File: src/rtl/simd_pkg.sv
// rtl/simd_pkg.sv - shared opcodes, loop fn codes, field offsets and sequencer states
package simd_pkg;

    localparam logic [3:0] OP_LOOP = 4'b0101;
    localparam logic [3:0] OP_NOP  = 4'b1111;

    localparam logic [3:0] FN_LOOP_ITER = 4'b0000;
    localparam logic [3:0] FN_LOOP_BODY = 4'b0001;

    // Loop-config immediate sits in the low half of the instruction word.
    localparam int IMM_LSB  = 0;
    localparam int IMM_BITS = 16;

    typedef enum logic [1:0] {
        IDLE,
        CAPTURE,
        REPLAY
    } state_t;

endpackage

File: src/rtl/simd_loop_buffer.sv
// rtl/simd_loop_buffer.sv - loop body register file, one write port, one asynchronous read port
module simd_loop_buffer #(
    parameter int DEPTH = 16,
    parameter int WIDTH = 32,
    parameter int AW    = $clog2(DEPTH)
) (
    input  logic             clk,
    input  logic             we,
    input  logic [AW-1:0]    waddr,
    input  logic [WIDTH-1:0] wdata,
    input  logic [AW-1:0]    raddr,
    output logic [WIDTH-1:0] rdata
);

    logic [WIDTH-1:0] mem [DEPTH];

    always_ff @(posedge clk) begin
        if (we) begin
            mem[waddr] <= wdata;
        end
    end

    assign rdata = mem[raddr];

endmodule

File: src/rtl/simd_loop_sequencer.sv
// rtl/simd_loop_sequencer.sv - captures a loop body while issuing it, then replays it from a local buffer
module simd_loop_sequencer
    import simd_pkg::*;
#(
    parameter int NS_ID_BITS       = 3,
    parameter int NS_INDEX_ID_BITS = 5,
    parameter int OPCODE_BITS      = 4,
    parameter int FUNCTION_BITS    = 4,
    parameter int INST_WIDTH       = 32,
    parameter int MAX_BODY         = 16,
    parameter int ITER_WIDTH       = 16
) (
    input  logic                        clk,
    input  logic                        reset,
    input  logic [INST_WIDTH-1:0]       inst_in,
    input  logic                        inst_in_valid,
    output logic                        inst_in_ready,
    output logic [OPCODE_BITS-1:0]      opcode,
    output logic [FUNCTION_BITS-1:0]    fn,
    output logic [NS_ID_BITS-1:0]       dest_ns_id,
    output logic [NS_INDEX_ID_BITS-1:0] dest_ns_index_id,
    output logic [NS_ID_BITS-1:0]       src1_ns_id,
    output logic [NS_INDEX_ID_BITS-1:0] src1_ns_index_id,
    output logic [NS_ID_BITS-1:0]       src2_ns_id,
    output logic [NS_INDEX_ID_BITS-1:0] src2_ns_index_id,
    output logic                        inst_out_valid,
    output logic                        in_single_loop,
    output logic                        loop_busy,
    output logic                        loop_done,
    output logic                        loop_err
);

    localparam int AW       = $clog2(MAX_BODY);
    localparam int SLOT     = NS_ID_BITS + NS_INDEX_ID_BITS;
    localparam int OPC_LSB  = INST_WIDTH - OPCODE_BITS;
    localparam int FN_LSB   = OPC_LSB - FUNCTION_BITS;
    localparam logic [INST_WIDTH-1:0] NOP_INST =
        {OPCODE_BITS'(OP_NOP), FUNCTION_BITS'(OP_NOP), {(INST_WIDTH-OPCODE_BITS-FUNCTION_BITS){1'b0}}};

    state_t                 state;
    logic [AW-1:0]          wr_ptr;
    logic [AW-1:0]          rd_ptr;
    logic [ITER_WIDTH-1:0]  iter_cnt;
    logic [ITER_WIDTH-1:0]  body_len;
    logic [ITER_WIDTH-1:0]  remaining;
    logic [INST_WIDTH-1:0]  out_inst;
    logic [INST_WIDTH-1:0]  rd_data;

    logic                     accept;
    logic [OPCODE_BITS-1:0]   in_opc;
    logic [FUNCTION_BITS-1:0] in_fn;
    logic [ITER_WIDTH-1:0]    imm;
    logic                     last_wr;
    logic                     last_rd;

    assign inst_in_ready = (state != REPLAY);
    assign accept        = inst_in_valid && inst_in_ready;
    assign in_opc        = inst_in[OPC_LSB +: OPCODE_BITS];
    assign in_fn         = inst_in[FN_LSB +: FUNCTION_BITS];
    assign imm           = inst_in[IMM_LSB +: IMM_BITS];
    assign last_wr       = (ITER_WIDTH'(wr_ptr) == body_len - 1'b1);
    assign last_rd       = (ITER_WIDTH'(rd_ptr) == body_len - 1'b1);

    simd_loop_buffer #(
        .DEPTH (MAX_BODY),
        .WIDTH (INST_WIDTH),
        .AW    (AW)
    ) u_buf (
        .clk   (clk),
        .we    ((state == CAPTURE) && accept),
        .waddr (wr_ptr),
        .wdata (inst_in),
        .raddr (rd_ptr),
        .rdata (rd_data)
    );

    always_ff @(posedge clk or negedge reset) begin
        if (!reset) begin
            state          <= IDLE;
            wr_ptr         <= '0;
            rd_ptr         <= '0;
            iter_cnt       <= '0;
            body_len       <= '0;
            remaining      <= '0;
            out_inst       <= NOP_INST;
            inst_out_valid <= 1'b0;
            in_single_loop <= 1'b0;
            loop_done      <= 1'b0;
            loop_err       <= 1'b0;
        end else begin
            out_inst       <= NOP_INST;
            inst_out_valid <= 1'b0;
            in_single_loop <= 1'b0;
            loop_done      <= 1'b0;
            case (state)
                IDLE: begin
                    if (accept) begin
                        if (in_opc == OPCODE_BITS'(OP_LOOP)) begin
                            if (in_fn == FUNCTION_BITS'(FN_LOOP_ITER)) begin
                                iter_cnt <= imm;
                            end else if (in_fn == FUNCTION_BITS'(FN_LOOP_BODY)) begin
                                body_len <= imm;
                                // Oversized bodies are dropped; zero-length ones are a no-op.
                                if (imm > ITER_WIDTH'(MAX_BODY)) begin
                                    loop_err <= 1'b1;
                                end else if (imm != '0) begin
                                    state  <= CAPTURE;
                                    wr_ptr <= '0;
                                end
                            end
                        end else begin
                            out_inst       <= inst_in;
                            inst_out_valid <= 1'b1;
                        end
                    end
                end
                CAPTURE: begin
                    if (accept) begin
                        out_inst       <= inst_in;
                        inst_out_valid <= 1'b1;
                        if (last_wr) begin
                            wr_ptr <= '0;
                            if (iter_cnt >= ITER_WIDTH'(2)) begin
                                state     <= REPLAY;
                                rd_ptr    <= '0;
                                remaining <= iter_cnt - 1'b1;
                            end else begin
                                state <= IDLE;
                            end
                        end else begin
                            wr_ptr <= wr_ptr + 1'b1;
                        end
                    end
                end
                REPLAY: begin
                    out_inst       <= rd_data;
                    inst_out_valid <= 1'b1;
                    in_single_loop <= 1'b1;
                    if (last_rd) begin
                        rd_ptr    <= '0;
                        remaining <= remaining - 1'b1;
                        if (remaining == ITER_WIDTH'(1)) begin
                            loop_done <= 1'b1;
                            state     <= IDLE;
                        end
                    end else begin
                        rd_ptr <= rd_ptr + 1'b1;
                    end
                end
                default: state <= IDLE;
            endcase
        end
    end

    // loop_done is emitted after the state has already returned to IDLE.
    assign loop_busy = (state != IDLE) || loop_done;

    assign opcode           = out_inst[OPC_LSB +: OPCODE_BITS];
    assign fn               = out_inst[FN_LSB +: FUNCTION_BITS];
    assign dest_ns_id       = out_inst[2*SLOT + NS_INDEX_ID_BITS +: NS_ID_BITS];
    assign dest_ns_index_id = out_inst[2*SLOT +: NS_INDEX_ID_BITS];
    assign src1_ns_id       = out_inst[SLOT + NS_INDEX_ID_BITS +: NS_ID_BITS];
    assign src1_ns_index_id = out_inst[SLOT +: NS_INDEX_ID_BITS];
    assign src2_ns_id       = out_inst[NS_INDEX_ID_BITS +: NS_ID_BITS];
    assign src2_ns_index_id = out_inst[0 +: NS_INDEX_ID_BITS];

endmodule

File: config.mk
export PLATFORM = sky130hd
export DESIGN_NAME = simd_loop_sequencer
export DESIGN_NICKNAME = d
export VERILOG_FILES = /design/src/rtl/simd_pkg.sv /design/src/rtl/simd_loop_buffer.sv /design/src/rtl/simd_loop_sequencer.sv
export SDC_FILE = /design/constraint.sdc
export NUM_CORES = 1
export LEC_CHECK = 0
export CAP_MARGIN = 30
export CELL_PAD_IN_SITES_DETAIL_PLACEMENT = 0
export CELL_PAD_IN_SITES_GLOBAL_PLACEMENT = 1
export CORE_ASPECT_RATIO = 1.5
export CORE_MARGIN = 2
export CORE_UTILIZATION = 50
export DETAILED_ROUTE_END_ITERATION = 8
export PLACE_DENSITY_LB_ADDON = 0.1
export SLEW_MARGIN = 20
export SYNTH_ARGS = -nofsm -noshare
export SYNTH_HDL_FRONTEND = slang
export SYNTH_HIERARCHICAL = 1
export SYNTH_SLANG_ARGS = --single-unit
File: constraint.sdc
create_clock -name clk -period 6.1 [get_ports clk]
set_input_delay 1.22 -clock clk [delete_from_list [all_inputs] [get_ports clk]]
set_output_delay 1.22 -clock clk [all_outputs]
set_load 0.02 [all_outputs]
Yosys cells after proc, flatten, opt, wreduce, memory -nomap -nowiden:

Memory sizes are Yosys's and may differ from the RTL's.
Index checks and enable logic that the tools add are counted.

* register bits: 94
* bits in writable memories: 512
* input bits: 35
* memories kept: 1

* add/sub/neg operators: 5
* $lt $le $gt $ge: 2
* eq/ne operators: 19
* multiplexer cells: 45
* bitwise gates (word level): 1
* reductions and logical operators: 16

Memories
* u_buf.mem: words 16, bits a word 32, read ports 1, clocked after memory_dff 0, wr ports 1, line simd_loop_buffer.sv:15 `logic [WIDTH-1:0] mem [DEPTH];`

Operator list (number)
* $mux W32: 3
* $pmux W32 S3: 1
* $mux W16: 4
* $mux W4: 12
* $sub A16 B1 Y16 const B: 3
* $eq A4 B16 Y1: 2
* $pmux W16 S2: 1
* $mux W2: 11
* $ne A2 B2 Y1 const B: 11
* $eq A16 B1 Y1 const B: 1
* $ge A16 B2 Y1 const B: 1
* $gt A16 B5 Y1 const B: 1
* $pmux W4 S2: 2
* $reduce_bool A16 Y1: 1
* $reduce_and A10 Y1: 1
* $reduce_and A5 Y1: 2
* $mux W1: 9
* $add A4 B1 Y4 const B: 2
* $reduce_and A4 Y1: 2
* $reduce_and A8 Y1: 1
* $pmux W2 S3: 1
* $reduce_and A6 Y1: 1
* $reduce_bool A2 Y1: 3
* $eq A4 B1 Y1 const B: 1
* 10 further kinds: 11

Logic depth before layout (Yosys ltp):

Gate-level depths: netlist (run 1).

* word-level depth: 8
* gate-level depth with buffers: 11
* depth with buffers taken out: 9

Hierarchy:

The synthesis (run 1) kept the hierarchy.

By module, submodules not included
* simd_loop_buffer: times used 1, cells an instance 806, area an instance 19194.7 µm², seq. area each 15374.7 µm²
* simd_loop_sequencer: times used 1, cells an instance 457, area an instance 4750.8 µm², seq. area each 2362.3 µm²

Least setup slack after synthesis (run 1):

No wires, ideal clock.

* kind: input -> register
* from: input port inst_in_valid
* to: memory u_buf.mem[0][0], enable pin
* data arrival time: 4.266 ns
* slack: 1.373 ns
* cell stages on the path: 5
* path buffers: 0
* cells stage by stage: nor2b_1 nand2_1 inv_1 or3b_2 nor3_1

* longest elaborated chain between the ends: 4

Ends and longest elaborated chain
* start: declaration: line simd_loop_sequencer.sv:16 `input logic inst_in_valid,`
* $logic_and A1 B1 Y1: line simd_loop_sequencer.sv:57 `assign accept = inst_in_valid && inst_in_ready;`
* $logic_and A1 B1 Y1: line simd_loop_sequencer.sv:70 `.we ((state == CAPTURE) && accept),`
* $mux W1: line simd_loop_buffer.sv:18 `if (we) begin`
* $mux W1 (not written as such): line simd_loop_buffer.sv:19 `mem[waddr] <= wdata;`
* end: declaration: line simd_loop_buffer.sv:15

Every way passes these cells.

Worst setup path in the final report (run 1):

* from: input port inst_in[28]
* to: register iter_cnt[12]

* longest elaborated chain between the ends: 2

Ends and longest elaborated chain
* start: declaration: line simd_loop_sequencer.sv:15 `input logic [INST_WIDTH-1:0] inst_in,`
* $eq A4 B3 Y1: line simd_loop_sequencer.sv:98 `if (in_opc == OPCODE_BITS'(OP_LOOP)) begin`
* $reduce_and A4 Y1 (no line)
* end signal: assignment: line simd_loop_sequencer.sv:100 `iter_cnt <= imm;`
* end: declaration: line simd_loop_sequencer.sv:43 `logic [ITER_WIDTH-1:0] iter_cnt;`

Every way passes these cells.
A chain may end at the register's enable or synchronous reset.

==> results of run 1 <==
[synthesized netlist by cell type, types with 5 or more instances]
cell,count
nor2_1,65
o22ai_1,5
nand3_1,13
xor2_1,9
clkbuf_1,35
dfrtp_1,86
nand2_1,59
o22a_1,7
mux4_2,128
mux2_2,33
nand4_1,6
a21oi_1,17
o21ai_0,15
xnor2_1,13
a22oi_1,89
a31oi_1,8
buf_1,14
ha_1,7
nor3_1,20
or4_1,9
dfstp_2,8
a21o_1,7
edfxtp_1,512
buf_2,7
inv_1,14
nor4_1,8
buf_4,9
[cell type report]
type	count	area share, %
Timing Repair Buffer	124	4.46
Inverter	14	0.191
Antenna cell	1	0.00909
Clock inverter	17	0.300
Sequential cell	606	64.5
Clock buffer	85	6.08
Tap cell	600	2.73
Multi-Input combinational cell	576	21.7
[per-stage QoR]
step / utilization (%) / instances / total power [mW] / cell area [um2]
6_report: 58.0 / 2023 / 8.17 / 27500
5_1_grt: 58.0 / 2022 / 8.43 / 27500
4_1_cts: 57.9 / 2021 / 8.25 / 27500
3_5_place_dp: 54.2 / 1919 / 4.93 / 25700
3_3_place_gp: 53.9 / 1913 / 4.93 / 25600
2_1_floorplan: - / 1263 / 4.75 / 23900
[critical path, cell delays in order]
cell	delay, ns
clkdlybuf4s50_1	0.92
nand4bb_1	0.32
or4_1	0.60
or4_1	0.80
mux2_2	0.40
[cells in the final DEF, fill, tap and decap left out, types with 4 or more instances in the layout]
| master | instances |
|---|---|
| nor2_1 | 51 |
| mux4_2 | 128 |
| clkbuf_16 | 59 |
| buf_16 | 4 |
| mux2_2 | 33 |
| clkinv_2 | 5 |
| edfxtp_1 | 512 |
| clkbuf_1 | 16 |
| xnor2_1 | 13 |
| nor3_1 | 16 |
| ha_1 | 7 |
| o21ai_0 | 15 |
| a31oi_1 | 8 |
| or4_1 | 9 |
| o22a_1 | 7 |
| or3_1 | 4 |
| dfstp_2 | 8 |
| o22ai_1 | 5 |
| clkbuf_8 | 10 |
| a22oi_1 | 89 |
| inv_1 | 14 |
| dfrtp_1 | 84 |
| a21o_1 | 7 |
| clkdlybuf4s50_1 | 71 |
| o21ai_1 | 4 |
| nand4_1 | 6 |
| nor3_2 | 4 |
| xor2_1 | 9 |
| nand2_1 | 59 |
| buf_4 | 46 |
| clkinv_1 | 11 |
| nor4_1 | 8 |
| a21oi_1 | 17 |
| nor2_4 | 13 |
| nand3_1 | 13 |
[worst max-delay path by stage]
| stage | cells past startpoint | end | slack [ns] | startpoint |
|---|---|---|---|---|
| 2_1_floorplan | 5 | u_buf/mem[0][0]$_DFFE_PP_ | 1.37 | inst_in_valid |
| 3_3_place_gp | 5 | iter_cnt[7]$_DFFE_PN0P_ | 1.75 | inst_in[28] |
| 3_5_place_dp | 5 | iter_cnt[13]$_DFFE_PN0P_ | 1.67 | inst_in[28] |
| 4_1_cts | 5 | iter_cnt[12]$_DFFE_PN0P_ | 2.29 | inst_in[28] |
| 5_1_grt | 7 | wr_ptr[0]$_DFFE_PN0P_ | 1.95 | inst_in[28] |
| 6_report | 5 | iter_cnt[12]$_DFFE_PN0P_ | 2.28 | inst_in[28] |
[per-layer routing]
metal / part of all wire, % / wire length (um) / track usage [%]
met5: 0 / 0 / 0
met1: 39 / 22400 / 30.3
met3: 4.7 / 2650 / 3.02
met2: 53 / 30100 / 41.4
met4: 2.9 / 1650 / 7.85
[power by group]
group / switching (mW) / internal, mW
logic: 0.195 / 0.116
clock network: 1.45 / 1.88
registers: 0.0170 / 4.52
total: 1.66 / 6.51
[flip-flops by register name, summed over array words and instances (netlist names), 2 cells and up]
register   count
out_inst      32
body_len      16
u_buf/mem    512
wr_ptr         4
iter_cnt      16
rd_ptr         4
remaining     16
state          2
[cells by family (layout without fill, tap and decap cells)]
kind of cell / after synthesis / in the layout
other: 0 / 1
XOR/XNOR: 24 / 24
flip-flops: 606 / 606
AND/OR/NAND/NOR: 210 / 210
multiplexers: 161 / 161
AO/OA/AOI/OAI: 174 / 174
buffers and inverters: 81 / 240
adder cells (fa/ha/maj): 7 / 7
==> results by group, run 1 <==
Yosys
  • Async set or reset register ratio after synthesis: 15.5%
  • Top cells by area, synth: edfxtp_1 64%, mux4_2 12%, dfrtp_1 9.0%, a22oi_1 2.8%, mux2_2 1.6%
  • Sequential cell area fraction in the yosys report: 74.1%
  • Simple-gate portion of the synthesized area: 4.24%
  • EDFF count, synth: 512
  • Distinct cells, synth: 59
  • Post-Syn Area per Cell: 19.0 um2
  • Mux cell area share after synthesis: 13.6%
  • Adder-Cell Fraction of Synth Area: 0.366%
  • Synth area leader: edfxtp_1
  • Synth Area in Compound Gates: 5.23%
  • Mapped Cells: 1263
  • Yosys warns: 6
  • Mapped Area: 23900 um2
  • Number of synthesized register bits: 606
  • Largest family of logic cells by synthesized area: multiplexers
  • Syn nets: 1305
  • Post-Synth XOR/XNOR Area: 0.993%
  • Share of the synthesized area in the top cell type: 64.2%
  • Most used DFF post-synth: edfxtp_1

Setup path
  • Worst Path Arrival: 4.28 ns
  • Worst setup path class: in -> reg
  • Flop2flop setup slack: 2.83 ns
  • CP endpoint kind: flip-flop
  • R2r startpoint: body_len[0]$_DFFE_PN0P_
  • Cells on worst reg2reg path: 9
  • Worst reg2reg endpoint: remaining[9]$_DFFE_PN0P_
  • Startpoint types: input port
  • Crit path max fanout: 18
  • Critical Path RT: 6.56 ns

Global routing
  • Largest net degree at the start of global routing: 61
  • First-pass GRT wire length: 85400 um
  • Overflow after GRT: 0
  • Antenna violations before repair: 1
  • GRT Util Overall: 23.5%
  • Number of global-route vias before repair: 13200

Pwr
  • Static leakage: 9.42 nW
  • Power density over the cells: 297 nW/um2
  • Worst VDD drop: 0.215 mV

STA
  • Finish-stage setup viols: 0
  • WHS: 0.509 ns
  • Final hold violation count: 0
  • Worst-Margin Slew: 1.01 ns
  • Final Critical Period: 3.82 ns
  • RSZ-0062 raised after global routing: no
  • FMAX: 262 MHz
  • Setup TNS: 0 ns
  • Slew HR: 32.1%
  • Max-slew violations: 0
  • Fin worst setup slack: 2.28 ns
  • Final worst path period share: 62.6%
  • Clock skew: 0.0228 ns

Route
  • Vias per Instance: 6.14
  • Via count: 12400
  • Final routed DRC violation total: 0
  • DRT iter0 DRCs: 1112
  • Routed WL: 56700 um
  • Router iterations before antenna repair: 8
  • Routed Antenna Nets: 0
  • Routed length per placed instance: 28.0 um

Hold path
  • Hold_sp: body_len[9]$_DFFE_PN0P_
  • Hold WC Path Type: reg -> reg
  • Worst Hold Depth: 1
  • Worst Hold End: body_len[9]$_DFFE_PN0P_

Floorplanning
  • # rows: 98
  • Die X: 183 um
  • Top-level port count: 73
  • Die Y: 272 um
  • Die footprint: 49700 um2
  • Starting Density: 50.5%
  • Core box area: 47500 um2

CTS
  • CTS Buffer Depth: 3
  • H-tree Lvls: 2
  • # clock sinks: 606
  • Gates resized, CTS repair: 0
  • Hold-fix buffers, CTS: 0
  • Root Buffer: clkbuf_16
  • Clk pin slew, worst setup/hold paths: 0.06 ns
  • Clock latency on the worst-skew pair: 0.59 ns
  • Post-CTS setup buffers: 0
  • TritonCTS clock tree: done
  • CTS buffer count: 56

Finish
  • Multi-input logic area: 5980 um2
  • Area growth syn-to-layout: 14.9%
  • Final layout net count: 1420
  • Fill count: 3540
  • Fraction of layout cells with a size suffix above 1: 23.2%
  • Register area: 17700 um2

Run
  • Max-Cap Viols: 0

Placement
  • HPWL Detailed: 34800 um
  • I/O Buffers: 72
  • DP Worst Slack: 1.67 ns
  • Placer Congestion: 0.831

Outcome
  • Status: complete, no violations
Note: power is estimated with default switching activity, not from simulation.
==> run 2, diff against run 1 <==
- CORE_UTILIZATION: 50 -> 48
- clock period: 6.1 -> 3.5 ns (I/O delays scaled with it)
==> results by group, run 2 (synthesized netlist as in run 1, its figures left out) <==
Outcome
  • Status: complete, no violations (unchanged)

Route
  • Routed Antenna Nets: 0 (unchanged)
  • DRT iter0 DRCs: 1092 (was 1112)
  • Met2 routed WL: 30200 um (was 30100 um)
  • Routed length per placed instance: 27.0 um (was 28.0 um)
  • Vias per Instance: 5.91 (was 6.14)
  • Top Metal Used: met4 (unchanged)
  • Wl on met1: 22600 um (was 22400 um)
  • Via count: 12500 (was 12400)
  • Routed WL: 57200 um (was 56700 um)
  • Router iterations before antenna repair: 5 (was 8)
  • Final routed DRC violation total: 0 (unchanged)
  • Routed wl met3: 2690 um (was 2650 um)

Floorplanning
  • # rows: 100 (was 98)
  • Starting Density: 48.5% (was 50.5%)
  • Core box area: 49400 um2 (was 47500 um2)
  • Die Y: 278 um (was 272 um)
  • Top-level port count: 73 (unchanged)
  • Die X: 186 um (was 183 um)
  • Die footprint: 51700 um2 (was 49700 um2)

STA
  • FMAX: 320 MHz
  • Final hold violation count: 0 (unchanged)
  • RSZ-0062 raised after global routing: no (unchanged)
  • Finish-stage setup viols: 0 (unchanged)
  • Worst-Margin Slew: 0.871 ns (was 1.01 ns)
  • Final worst path period share: 89.1%
  • Max-slew violations: 0 (unchanged)
  • Slew HR: 41.9% (was 32.1%)
  • Final Critical Period: 3.12 ns
  • Clock skew: 0.0201 ns (was 0.0228 ns)
  • Setup TNS: 0 ns (unchanged)

Setup path
  • Worst Path Arrival: 2.42 ns (was 4.28 ns)
  • CP bufs+invs: 2 (was 1)
  • Worst setup path class: reg -> out (was in -> reg)
  • Delay-heaviest family, CP: buffers and inverters (was simple AND/OR/NAND/NOR gates)
  • Critical Path RT: 2.80 ns (was 6.56 ns)
  • Startpoint types: flip-flop (was input port)
  • Crit path cell chain: inv_1 > nand2_1 > clkdlybuf4s50_1 (was clkdlybuf4s50_1 > nand4bb_1 > or4_1 > or4_1 > mux2_2)
  • Flop2flop setup slack: 0.45 ns (was 2.83 ns)
  • Crit path max fanout: 13 (was 18)
  • Largest stage delay on the critical path: 0.72 ns (was 0.92 ns)
  • Slowest CP cell: clkdlybuf4s50_1 (unchanged)
  • CP endpoint kind: output pin (was flip-flop)

Finish
  • Most common cell after layout, fill and taps aside: edfxtp_1 (unchanged)
  • Final layout net count: 1452 (was 1420)
  • Fill count: 3847 (was 3540)
  • Max reg flops: 512 (unchanged)
  • Commonest non-fill, non-tap cells in the layout: 512 x edfxtp_1, 128 x mux4_2, 89 x a22oi_1 (unchanged)
  • Largest Register: u_buf/mem (unchanged)
  • Multi-input logic area: 6010 um2 (was 5980 um2)
  • Area growth syn-to-layout: 16.4% (was 14.9%)
  • Fraction of layout cells with a size suffix above 1: 25.1% (was 23.2%)
  • Largest registers: u_buf/mem x512, out_inst x32 (unchanged)
  • Register area: 17700 um2 (unchanged)
  • Final Core Density: 56.4% (was 58.0%)
  • Antenna Cells: 0 (was 1)

Hold path
  • Hold WC Path Type: in -> async (was reg -> reg)

CTS
  • CTS Buffer Depth: 3 (unchanged)
  • Clk pin slew, worst setup/hold paths: 0.06 ns (about the same)
  • TritonCTS clock tree: done (unchanged)
  • H-tree Lvls: 2 (unchanged)
  • CTS buffer count: 56 (unchanged)
  • # clock sinks: 606 (unchanged)
  • Post-CTS setup buffers: 0 (unchanged)
  • Root Buffer: clkbuf_16 (unchanged)
  • Hold-fix buffers, CTS: 0 (unchanged)
  • Gates resized, CTS repair: 0 (unchanged)
  • Clock latency on the worst-skew pair: 0.59 ns (about the same)

Pwr
  • Final Power: 14.2 mW (was 8.17 mW)
  • Power density over the cells: 510 nW/um2 (was 297 nW/um2)
  • Worst VDD drop: 0.354 mV (was 0.215 mV)
  • Static leakage: 9.55 nW (was 9.42 nW)

Run
  • Max-Cap Viols: 0 (unchanged)

Placement
  • HPWL Detailed: 35200 um (was 34800 um)
  • Placer Congestion: 0.900 (was 0.831)
  • I/O Buffers: 72 (unchanged)

Global routing
  • Number of global-route vias before repair: 13300 (was 13200)
  • GRT Util Overall: 22.6% (was 23.5%)
  • Antenna violations before repair: 1 (unchanged)
  • Largest net degree at the start of global routing: 63 (was 61)
  • Overflow after GRT: 0 (unchanged)
  • First-pass GRT wire length: 86200 um (was 85400 um)
[run 2: cell count changes in the layout (fill, tap and decap cells not counted), sizes merged]
cell	before	now
clkbuf	85	75
clkinv	17	26
inv	14	15
clkinvlp	0	1
buf	53	85
diode	1	0
bufinv	0	2
[run 2: layout make-up]
| type | instances | share of cell area (%) |
|---|---|---|
| multi-input combinational | 576 | 21.6 |
| clock buffer | 75 | 5.43 |
| timing repair buffer | 156 | 5.42 |
| clock inverter | 30 | 0.785 |
| inverter | 14 | 0.189 |
| tap | 663 | 2.98 |
| sequential | 606 | 63.7 |
[run 2: through the flow]
step	std cells	setup WS (ns)	hold slack [ns]	area, um2
3_5_place_dp	2015	0.207	0.489	26100
4_1_cts	2120	0.336	0.213	27900
5_1_grt	2120	0.250	0.230	27900
2_1_floorplan	1263	0.165	0.404	24000
3_3_place_gp	2015	0.222	0.486	26100
6_report	2120	0.380	0.195	27900
[run 2: metal layers]
metal / track usage (%) / vias to the layer above
met2: 40.1 / 358
met3: 3.26 / 102
met4: 7.47 / 0
met1: 28.5 / 6624
li1: - / 5445
met5: 0 / -
[run 2: worst paths after layout]
kind	startpoint	endpoint	cells past startpoint
min reg2reg	body_len[7]$_DFFE_PN0P_	body_len[7]$_DFFE_PN0P_	1
max reg2reg	body_len[0]$_DFFE_PN0P_	remaining[9]$_DFFE_PN0P_	9
max in group asynchronous	reset	out_inst[24]$_DFF_PN1_	2
min in group clk	body_len[7]$_DFFE_PN0P_	body_len[7]$_DFFE_PN0P_	1
max	state[0]$_DFFE_PN0P_	inst_in_ready	3
min	reset	out_inst[8]$_DFF_PN0_	1
[run 2: power by group]
part	internal [mW]	switching [mW]
clock network	3.19	2.59
registers	7.87	0.0278
logic	0.213	0.323
total	11.3	2.94
==> run 3, diff against run 2 <==
- CORE_ASPECT_RATIO: 1.5 -> default
==> results by group, run 3 (synthesized netlist as in run 1, its figures left out) <==
STA
  • Final Critical Period: 2.94 ns (was 3.12 ns)
  • Finish-stage setup viols: 0 (unchanged)
  • FMAX: 341 MHz (was 320 MHz)
  • RSZ-0062 raised after global routing: no (unchanged)
  • Final worst path period share: 83.9% (was 89.1%)
  • WHS: 0.0207 ns (was 0.195 ns)
  • Setup TNS: 0 ns (unchanged)
  • Worst-Margin Slew: 0.793 ns (was 0.871 ns)
  • Slew HR: 47.1% (was 41.9%)
  • Clock skew: 0.0236 ns (was 0.0201 ns)
  • Max-slew violations: 0 (unchanged)
  • Final hold violation count: 0 (unchanged)

Route
  • Via count: 12500 (about the same)
  • Routed length per placed instance: 26.4 um (was 27.0 um)
  • Vias per Instance: 5.87 (was 5.91)
  • Final routed DRC violation total: 0 (unchanged)
  • Routed Antenna Nets: 1 (was 0)
  • Routed WL: 56300 um (was 57200 um)
  • Router iterations before antenna repair: 5 (unchanged)
  • DRT iter0 DRCs: 1026 (was 1092)

Finish
  • Commonest non-fill, non-tap cells in the layout: 512 x edfxtp_1, 128 x mux4_2, 89 x a22oi_1 (unchanged)
  • Fill count: 3792 (was 3847)
  • Final Core Density: 57.2% (was 56.4%)
  • Fraction of layout cells with a size suffix above 1: 24.9% (was 25.1%)
  • Multi-input logic area: 6010 um2 (unchanged)
  • Max reg flops: 512 (unchanged)
  • Largest Register: u_buf/mem (unchanged)
  • Area growth syn-to-layout: 17.2% (was 16.4%)
  • Final layout net count: 1455 (was 1452)
  • Register area: 17700 um2 (unchanged)
  • Largest registers: u_buf/mem x512, out_inst x32 (unchanged)
  • Most common cell after layout, fill and taps aside: edfxtp_1 (unchanged)

Setup path
  • R2r startpoint: body_len[0]$_DFFE_PN0P_ (unchanged)
  • Critical Path RT: 3.97 ns (was 2.80 ns)
  • Crit path max fanout: 18 (was 13)
  • Worst Path Arrival: 3.41 ns (was 2.42 ns)
  • Worst setup path class: reg -> reg (was reg -> out)
  • Cells on worst reg2reg path: 9 (unchanged)
  • Flop2flop setup slack: 0.56 ns (was 0.45 ns)
  • CP endpoint kind: flip-flop (was output pin)
  • Startpoint types: flip-flop (unchanged)
  • Worst reg2reg endpoint: rd_ptr[2]$_DFFE_PN0P_ (was remaining[9]$_DFFE_PN0P_)

CTS
  • Clk pin slew, worst setup/hold paths: 0.06 ns (about the same)
  • CTS buffer count: 61 (was 56)
  • H-tree Lvls: 2 (unchanged)
  • Root Buffer: clkbuf_16 (unchanged)
  • Clock latency on the worst-skew pair: 0.62 ns (was 0.59 ns)
  • Post-CTS setup buffers: 0 (unchanged)
  • CTS Buffer Depth: 3 (unchanged)
  • Gates resized, CTS repair: 0 (unchanged)
  • # clock sinks: 606 (unchanged)
  • Hold-fix buffers, CTS: 0 (unchanged)
  • TritonCTS clock tree: done (unchanged)

Global routing
  • Overflow after GRT: 0 (unchanged)
  • GRT Util Overall: 22.5% (was 22.6%)
  • Antenna violations before repair: 1 (unchanged)
  • Number of global-route vias before repair: 12800 (was 13300)
  • First-pass GRT wire length: 83200 um (was 86200 um)
  • Largest net degree at the start of global routing: 123 (was 63)

Placement
  • HPWL Detailed: 33400 um (was 35200 um)
  • I/O Buffers: 72 (unchanged)
  • Placer Congestion: 0.812 (was 0.900)

Hold path
  • Hold WC Path Type: in -> async (unchanged)

Outcome
  • Failing checks: antenna violations
  • Status: complete, but fails checks (was complete, no violations)

Pwr
  • Final Power: 14.7 mW (was 14.2 mW)
  • Static leakage: 9.63 nW (was 9.55 nW)
  • Worst VDD drop: 0.392 mV (was 0.354 mV)
  • Power density over the cells: 523 nW/um2 (was 510 nW/um2)

Floorplanning
  • Top-level port count: 73 (unchanged)
  • Starting Density: 48.8% (was 48.5%)
  • Die Y: 227 um (was 278 um)
  • # rows: 81 (was 100)
  • Die footprint: 51700 um2 (about the same)
  • Die X: 227 um (was 186 um)
  • Core box area: 49100 um2 (was 49400 um2)

Run
  • Max-Cap Viols: 0 (unchanged)
==> run 3: cell count changes in the layout (fill, tap and decap cells not counted), sizes merged <==
cell / before / now
buf: 85 / 83
clkinvlp: 1 / 0
clkbuf: 75 / 90
clkinv: 26 / 17
diode: 0 / 6
inv: 15 / 17
bufinv: 2 / 3
==> run 3: how the worst max path moves through the flow <==
stage	startpoint	end	slack [ns]	depth (start not counted)
6_report	body_len[0]$_DFFE_PN0P_	rd_ptr[2]$_DFFE_PN0P_	0.56	9
3_3_place_gp	inst_in[31]	wr_ptr[0]$_DFFE_PN0P_	0.42	8
3_5_place_dp	inst_in[31]	wr_ptr[0]$_DFFE_PN0P_	0.37	8
5_1_grt	body_len[0]$_DFFE_PN0P_	rd_ptr[2]$_DFFE_PN0P_	0.41	9
4_1_cts	state[0]$_DFFE_PN0P_	inst_in_ready	0.55	3
2_1_floorplan	inst_in_valid	u_buf/mem[1][0]$_DFFE_PP_	0.17	5
==> run 3: critical path, cell delays in order (launching register included) <==
cell	delay, ns
dfrtp_1	0.48
inv_1	0.10
ha_1	0.25
nand4_1	0.15
or3b_2	0.52
a211oi_2	0.23
buf_4	0.27
nand2_1	0.32
nand2_1	0.36
a31oi_1	0.13
==> run 3: layout make-up <==
type	instances	area share, %
multi-input combinational	576	21.4
inverter	14	0.187
tap	664	2.96
timing repair buffer	154	5.33
antenna	6	0.0535
clock buffer	90	6.16
sequential	606	63.2
clock inverter	23	0.664
==> run 3: routing by layer <==
metal	global-route usage (%)	vias up	wire (um)
li1	-	5470	-
met2	36.2	302	27400
met5	0	-	0
met3	3.72	75	2820
met1	32.3	6664	24900
met4	5.65	0	1140
==> run 3: stage by stage <==
| stage | instance area, um2 | setup slack, ns | cells |
|---|---|---|---|
| 5_1_grt | 28000 | 0.412 | 2127 |
| 3_5_place_dp | 26100 | 0.367 | 2013 |
| 2_1_floorplan | 24000 | 0.165 | 1263 |
| 6_report | 28100 | 0.564 | 2133 |
| 4_1_cts | 28000 | 0.555 | 2126 |
| 3_3_place_gp | 26100 | 0.423 | 2013 |
==> run 3: power breakdown <==
part	internal (mW)	switching (mW)
logic	0.213	0.322
registers	7.87	0.0292
clock network	3.62	2.63
total	11.7	2.98
